===== src/rtl/mc_cmd_decoder.sv =====
// MCU asynchronous bus front end: strobe synchronisers, write decode into core strobes,
// and (when MC_READBACK_EN is defined) the register readback path onto the bus.
module mc_cmd_decoder #(
  parameter int MC_DATA_WIDTH = 16,
  parameter int MC_ADD_WIDTH  = 6,
  parameter int REG_COUNT     = 16,
  parameter int SYNC_STAGES   = 2
) (
  input  logic                         clk,
  input  logic                         rst,
  input  logic                         mc_ce,
  input  logic                         mc_we,
  input  logic                         mc_oe,
  input  logic [MC_ADD_WIDTH-1:0]      mc_add,
  input  logic [MC_DATA_WIDTH-1:0]     mc_data_in,
  output logic [MC_DATA_WIDTH-1:0]     mc_data_out,
  output logic                         mc_data_oe,
  output logic                         reg_wr_stb,
  output logic [$clog2(REG_COUNT)-1:0] reg_addr,
  output logic [MC_DATA_WIDTH-1:0]     reg_wr_data,
  input  logic [MC_DATA_WIDTH-1:0]     reg_rd_data,
  output logic                         cmd_stb,
  output logic [7:0]                   cmd_code,
  output logic [MC_DATA_WIDTH-1:0]     cmd_data,
  output logic                         fifo_wr_stb,
  output logic [MC_DATA_WIDTH-1:0]     fifo_wr_data,
  output logic                         trigger_stb
);

  localparam int AW = $clog2(REG_COUNT);

  localparam logic [MC_ADD_WIDTH-1:0] ADDR_DATA = MC_ADD_WIDTH'(0);
  localparam logic [MC_ADD_WIDTH-1:0] ADDR_CMD  = MC_ADD_WIDTH'(1);
  localparam logic [MC_ADD_WIDTH-1:0] ADDR_TRIG = MC_ADD_WIDTH'(3);
  localparam logic [MC_ADD_WIDTH-1:0] ADDR_FIFO = MC_ADD_WIDTH'(7);

  localparam logic [7:0] CMD_SET_POINTER = 8'h0B;
  localparam logic [7:0] CMD_REG_WRITE   = 8'h0C;
  localparam logic [7:0] CMD_REG_READ    = 8'h0D;

  logic [SYNC_STAGES-1:0]   we_sync;
  logic                     we_s;
  logic                     we_s_d;
  logic                     commit;
  logic [MC_ADD_WIDTH-1:0]  cap_add;
  logic [MC_DATA_WIDTH-1:0] cap_data;
  logic                     wr_inc;
  logic                     rd_inc;

  // ce high forces the strobe inactive before it enters the synchroniser
  always_ff @(posedge clk or negedge rst) begin
    if (!rst) we_sync <= '1;
    else      we_sync <= {we_sync[SYNC_STAGES-2:0], mc_we | mc_ce};
  end

  assign we_s   = we_sync[SYNC_STAGES-1];
  assign commit = we_s & ~we_s_d;

  always_ff @(posedge clk or negedge rst) begin
    if (!rst) begin
      we_s_d       <= 1'b1;
      cap_add      <= '0;
      cap_data     <= '0;
      cmd_code     <= '0;
      cmd_stb      <= 1'b0;
      cmd_data     <= '0;
      reg_wr_stb   <= 1'b0;
      reg_wr_data  <= '0;
      fifo_wr_stb  <= 1'b0;
      fifo_wr_data <= '0;
      trigger_stb  <= 1'b0;
      reg_addr     <= '0;
      wr_inc       <= 1'b0;
    end else begin
      we_s_d <= we_s;
      if (!we_s) begin
        cap_add  <= mc_add;
        cap_data <= mc_data_in;
      end

      cmd_stb     <= 1'b0;
      reg_wr_stb  <= 1'b0;
      fifo_wr_stb <= 1'b0;
      trigger_stb <= 1'b0;
      wr_inc      <= 1'b0;

      if (commit) begin
        case (cap_add)
          ADDR_DATA: begin
            case (cmd_code)
              CMD_SET_POINTER: ;
              CMD_REG_WRITE: begin
                reg_wr_stb  <= 1'b1;
                reg_wr_data <= cap_data;
                wr_inc      <= 1'b1;
              end
              default: begin
                cmd_stb  <= 1'b1;
                cmd_data <= cap_data;
              end
            endcase
          end
          ADDR_CMD:  cmd_code <= cap_data[7:0];
          ADDR_TRIG: trigger_stb <= 1'b1;
          ADDR_FIFO: begin
            fifo_wr_stb  <= 1'b1;
            fifo_wr_data <= cap_data;
          end
          default: ;
        endcase
      end

      // Priority: SET_POINTER, then the post-write increment, then a read increment
      // that is dropped whenever a write commits in the same cycle.
      if (commit && cap_add == ADDR_DATA && cmd_code == CMD_SET_POINTER)
        reg_addr <= cap_data[AW-1:0];
      else if (wr_inc)
        reg_addr <= reg_addr + 1'b1;
      else if (rd_inc && !commit)
        reg_addr <= reg_addr + 1'b1;
    end
  end

`ifdef MC_READBACK_EN
  typedef enum logic [1:0] {IDLE, DRIVE, HOLD} rd_state_t;

  rd_state_t              rd_state;
  logic [SYNC_STAGES-1:0] oe_sync;
  logic                   oe_s;
  logic                   rd_at_zero;

  always_ff @(posedge clk or negedge rst) begin
    if (!rst) oe_sync <= '1;
    else      oe_sync <= {oe_sync[SYNC_STAGES-2:0], mc_oe | mc_ce};
  end

  assign oe_s   = oe_sync[SYNC_STAGES-1];
  assign rd_inc = (rd_state == DRIVE) && oe_s && rd_at_zero && (cmd_code == CMD_REG_READ);

  always_ff @(posedge clk or negedge rst) begin
    if (!rst) begin
      rd_state    <= IDLE;
      mc_data_out <= '0;
      mc_data_oe  <= 1'b0;
      rd_at_zero  <= 1'b0;
    end else begin
      case (rd_state)
        IDLE: begin
          if (!oe_s) begin
            rd_state   <= DRIVE;
            mc_data_oe <= 1'b1;
            rd_at_zero <= (mc_add == ADDR_DATA);
            case (mc_add)
              ADDR_DATA: mc_data_out <= reg_rd_data;
              ADDR_CMD:  mc_data_out <= MC_DATA_WIDTH'(cmd_code);
              default:   mc_data_out <= '0;
            endcase
          end
        end
        DRIVE: begin
          if (oe_s) begin
            rd_state   <= HOLD;
            mc_data_oe <= 1'b0;
          end
        end
        HOLD:    rd_state <= IDLE;
        default: rd_state <= IDLE;
      endcase
    end
  end
`else
  logic unused_rd_inputs;

  assign mc_data_out      = '0;
  assign mc_data_oe       = 1'b0;
  assign rd_inc           = 1'b0;
  assign unused_rd_inputs = ^{mc_oe, reg_rd_data};
`endif

endmodule


===== config.mk =====
export PLATFORM = sky130hd
export DESIGN_NAME = mc_cmd_decoder
export DESIGN_NICKNAME = d
export VERILOG_FILES = /design/src/rtl/mc_cmd_decoder.sv
export SDC_FILE = /design/constraint.sdc
export NUM_CORES = 1
export LEC_CHECK = 0
export CAP_MARGIN = 40
export CORE_MARGIN = 4
export CORE_UTILIZATION = 30
export CTS_BUF_LIST = sky130_fd_sc_hd__clkbuf_4 sky130_fd_sc_hd__clkbuf_8 sky130_fd_sc_hd__clkbuf_16
export CTS_CLUSTER_SIZE = 10
export DETAILED_ROUTE_END_ITERATION = 10
export PLACE_DENSITY = 0.65
export SLEW_MARGIN = 20
export SYNTH_ARGS = -nofsm -noshare
export SYNTH_HDL_FRONTEND = slang
export SYNTH_SLANG_ARGS = --single-unit

===== constraint.sdc =====
create_clock -name clk -period 2.1 [get_ports clk]
set_input_delay 0.42 -clock clk [delete_from_list [all_inputs] [get_ports clk]]
set_output_delay 0.42 -clock clk [all_outputs]
set_load 0.02 [all_outputs]

* Word-level counts from Yosys, hierarchy flattened
Index checks and enable logic that the tools add are counted.
Operators by class: add/sub/neg operators 1, equality and inequality tests 5, muxes and demuxes 12, bitwise logic cells 4, reductions and logical operators 9
Operator list (count):
- 8-bit by 4-bit == test with 1-bit output (second input constant) | 2
- 1-bit 2-to-1 mux | 10
- 4-bit 2-to-1 mux | 2
- 6-bit by 1-bit == test with 1-bit output (second input constant) | 1
- 6-bit by 2-bit == test with 1-bit output (second input constant) | 1
- 6-bit by 3-bit == test with 1-bit output (second input constant) | 1
- 6-bit logical NOT | 1
- 3-bit AND reduction | 2
- 4-bit by 1-bit adder with 4-bit output (second input constant) | 1
- 2-bit AND reduction | 2
- 1-bit logical AND | 2
- 1-bit inverter | 2
- 2-bit nonzero test | 1
- 2-bit OR reduction | 1
- 1-bit bitwise AND | 1
- 1-bit bitwise OR | 1
Word-level totals: register bits after elaboration 89, input bits 43, output and inout port bits 81, logic and storage cells 44

* Longest topological paths before layout
depth after elaboration 5, gate-level depth with buffers 6, gate-level depth less buffers 4

* Least setup slack after synthesis
OpenSTA, ideal clock, no wires.
path kind reg-to-reg, start reg cmd_code[5], end reg reg_wr_data[10], arrival 1.740 ns, data required time 1.975 ns, slack 0.236 ns, stages on the path, launching flop included 6, cell sequence dfrtp_1 > nor4_4 > nand3_1 > nor2_4 > buf_6 > mux2_2
Between the ends: longest elaborated chain between the ends 2
Ends and longest elaborated chain:
- start, declared | RTL line 23 | output logic [7:0] cmd_code,
- start signal, assigned | RTL line 103 | ADDR_CMD: cmd_code <= cap_data[7:0];
- 8-bit by 4-bit == test with 1-bit output | RTL line 90 | case (cmd_code)
- 3-bit AND reduction (no source line)
- end signal, assigned | RTL line 94 | reg_wr_data <= cap_data;
- end, declared | RTL line 20 | output logic [MC_DATA_WIDTH-1:0] reg_wr_data,
Every way passes these cells. A chain may end at the register's enable or synchronous reset.

* Worst setup path in the final report
start reg cmd_code[5], end reg reg_wr_data[12]
Same word-level chain as after synthesis.

==> flow_summary.ini <==
[placement]
dpl.hpwl_um = 5311
routabilityCongestion = 0.6965
port_buffers = 89

[yosys]
seq_area_frac_synth = 0.6241
synth_cells = 224
synth_area_um2 = 3575
ys_ff_latch = 89
yosysTopAreaCellShare = 0.6020
synth_ff_type = dfrtp_1
synth_edf_count = 0
yosys.area.top_type = dfrtp_1
yosysMostFrequentCell = dfrtp_1
synth_cell_types = 26
yosysWarnings = 0
synth.area.top_cells = dfrtp_1, mux2_2, buf_4
async_flop_share = 1.000
synth.avg_cell_area_um2 = 15.96
synth_commonest_cells = dfrtp_1, mux2_2, buf_4, buf_6, nand2_1

[timing]
fin_crit_sh = 0.8865
setup_viol = 0
fmax_mhz = 537.2
slew_viol_final = 0
min_period_ns = 1.862
clock_skew_ns = 0.004834
slew_headroom = 0.6383
setup-tns-final_ns = 0
max_slew.worst_pin.slew_ns = 0.5425
hold_violations = 0
rsz0062_at_grt = false

[routing]
ant_nets = 0
firstDrtPassIters = 4
drc = 0
avgRoutedWirePerCell_um = 16.01
dr_total_vias = 2104
first_iter_violations = 89
finalWirelength_um = 7543
vias_per_cell = 4.467

[finish]
nNetsFinal = 367
multiInputGateArea_um2 = 1216
fillerInstances = 1077
n_antenna_cell = 0
layout-drive-gt1-share = 0.3537
area_growth_pct = 38.12
ff_latch_area_um2 = 2231

[floorplanning]
core_um2 = 11560
ios = 124
start_util = 0.3091
die-width_um = 117.2
die_y_um = 117.2
num_rows = 39
die_area_um2 = 13730

[pwr]
leakage_nw = 2.233
vdd.ir_drop.worst_uv = 566.2
power_mw = 4.503
power_density_nw_per_um2 = 912.0

[clock_tree]
cts.sinks = 89
cts_buffers = 9
cts_root_buf = clkbuf_16
cts_tree = yes
cts-resized-gates = 0
clock_latency_ns = 0.33
post_cts_buffers = 0
cts_buffer_depth = 2
cts.clk_slew.worst_paths_ns = 0.06
htree_levels = 3
cts_hold_buffers = 0

[setup_path]
worstPathRequired_ns = 2.32
r2r_end = reg_wr_data[12]$_DFFE_PN0P_
arrival_ns = 2.08
rrSetupSlack_ns = 0.24
setup.worst_path.class = reg -> reg
rr_startpoint = cmd_code[5]$_DFFE_PN0P_
r2r_cells = 5
start_kind = flop
crit_fanout = 16
end_kind = flop

[grt]
grt.total_usage = 0.1145
antenna_found_initial = 0
grt_max_degree = 42
grt_pass1_wl_um = 11810
grt_pass1_vias = 2253
grt_overflow_total = 0

[hold_path]
hp-class = in -> async

[flow_run]
cap_violations = 0

[status]
outcome = complete, no violations
-- power by group --
| group | switching (mW) | internal (mW) |
|---|---|---|
| logic | 0.345 | 0.400 |
| clock network | 0.641 | 1.07 |
| registers | 0.150 | 1.90 |
| total | 1.14 | 3.37 |
-- state kept, by name (all words and copies together), names as in the netlist, 2 cells and up --
signal and cells:
reg_wr_data 16, fifo_wr_data 16, reg_addr 4, cap_data 16
cmd_code 8, we_sync 2, cap_add 6, cmd_data 16
-- stage by stage --
step | utilization | cell area, um2 | hold slack, ns | setup slack [ns] | cells
after global placement | 0.3992 | 4617 | 0.3489 | 0.2246 | 455
after floorplan | - | 3635 | 0.1244 | 0.2355 | 240
final | 0.4269 | 4937 | 0.06567 | 0.2384 | 471
after detailed placement | 0.3992 | 4617 | 0.3582 | 0.2003 | 455
after global routing | 0.4269 | 4937 | 0.09638 | 0.1464 | 471
after CTS | 0.4269 | 4937 | 0.08335 | 0.1834 | 471
-- kinds of logic (layout without fill, tap and decap cells) --
kind of cell    Yosys count  count (layout)  share of synthesized area
fa+ha+maj                 1               1                   0.003500
compound gates            1               1                   0.005950
simple gates             22              22                    0.04410
flops                    89              89                     0.6241
buf+inv                  24             112                    0.05250
mux                      83              83                     0.2615
xor+xnor                  3               3                   0.007352
other cells               1              17                   0.001049
-- cells in the final DEF, fill, tap and decap left out, types with 3 or more instances in the layout --
cell type	Yosys	final
buf_12	0	4
nor2_1	3	3
conb_1	1	17
clkbuf_16	0	9
clkdlybuf4s50_1	0	88
nand2_1	4	4
dfstp_2	3	3
mux2_2	83	83
dfrtp_1	86	86
buf_4	18	4
-- worst max-delay path by stage --
stage | from | end
floorplan | cmd_code[5]$_DFFE_PN0P_ | reg_wr_data[10]$_DFFE_PN0P_
global placement | cmd_code[5]$_DFFE_PN0P_ | reg_wr_data[6]$_DFFE_PN0P_
detailed placement | cmd_code[5]$_DFFE_PN0P_ | reg_wr_data[12]$_DFFE_PN0P_
CTS | cmd_code[5]$_DFFE_PN0P_ | reg_wr_data[12]$_DFFE_PN0P_
global route | cmd_code[5]$_DFFE_PN0P_ | reg_wr_data[7]$_DFFE_PN0P_
finish | cmd_code[5]$_DFFE_PN0P_ | reg_wr_data[12]$_DFFE_PN0P_
-- critical path, cell delays in order (launching register included) --
cell and delay, ns:
dfrtp_1 0.42, nor4_4 0.42, nand3_1 0.21, nor2_4 0.16, buf_12 0.17, mux2_2 0.35
-- routing by layer --
layer	wire length [um]	up-vias	share of wire	global-route usage
li1	-	953	-	-
met1	3316	1069	0.44	0.1428
met2	3543	73	0.47	0.1791
met3	590	9	0.078	0.05193
met4	93	0	0.012	0.03440
met5	0	-	0	0
-- area by class of cell --
cell class                      instances  area share
Multi-Input combinational cell        127      0.2463
Clock inverter                          5     0.01622
Clock buffer                           11     0.04866
Tap cell                              143     0.03624
Timing Repair Buffer                   96      0.2007
Sequential cell                        89      0.4518
Power figures use the tool's default switching activity.
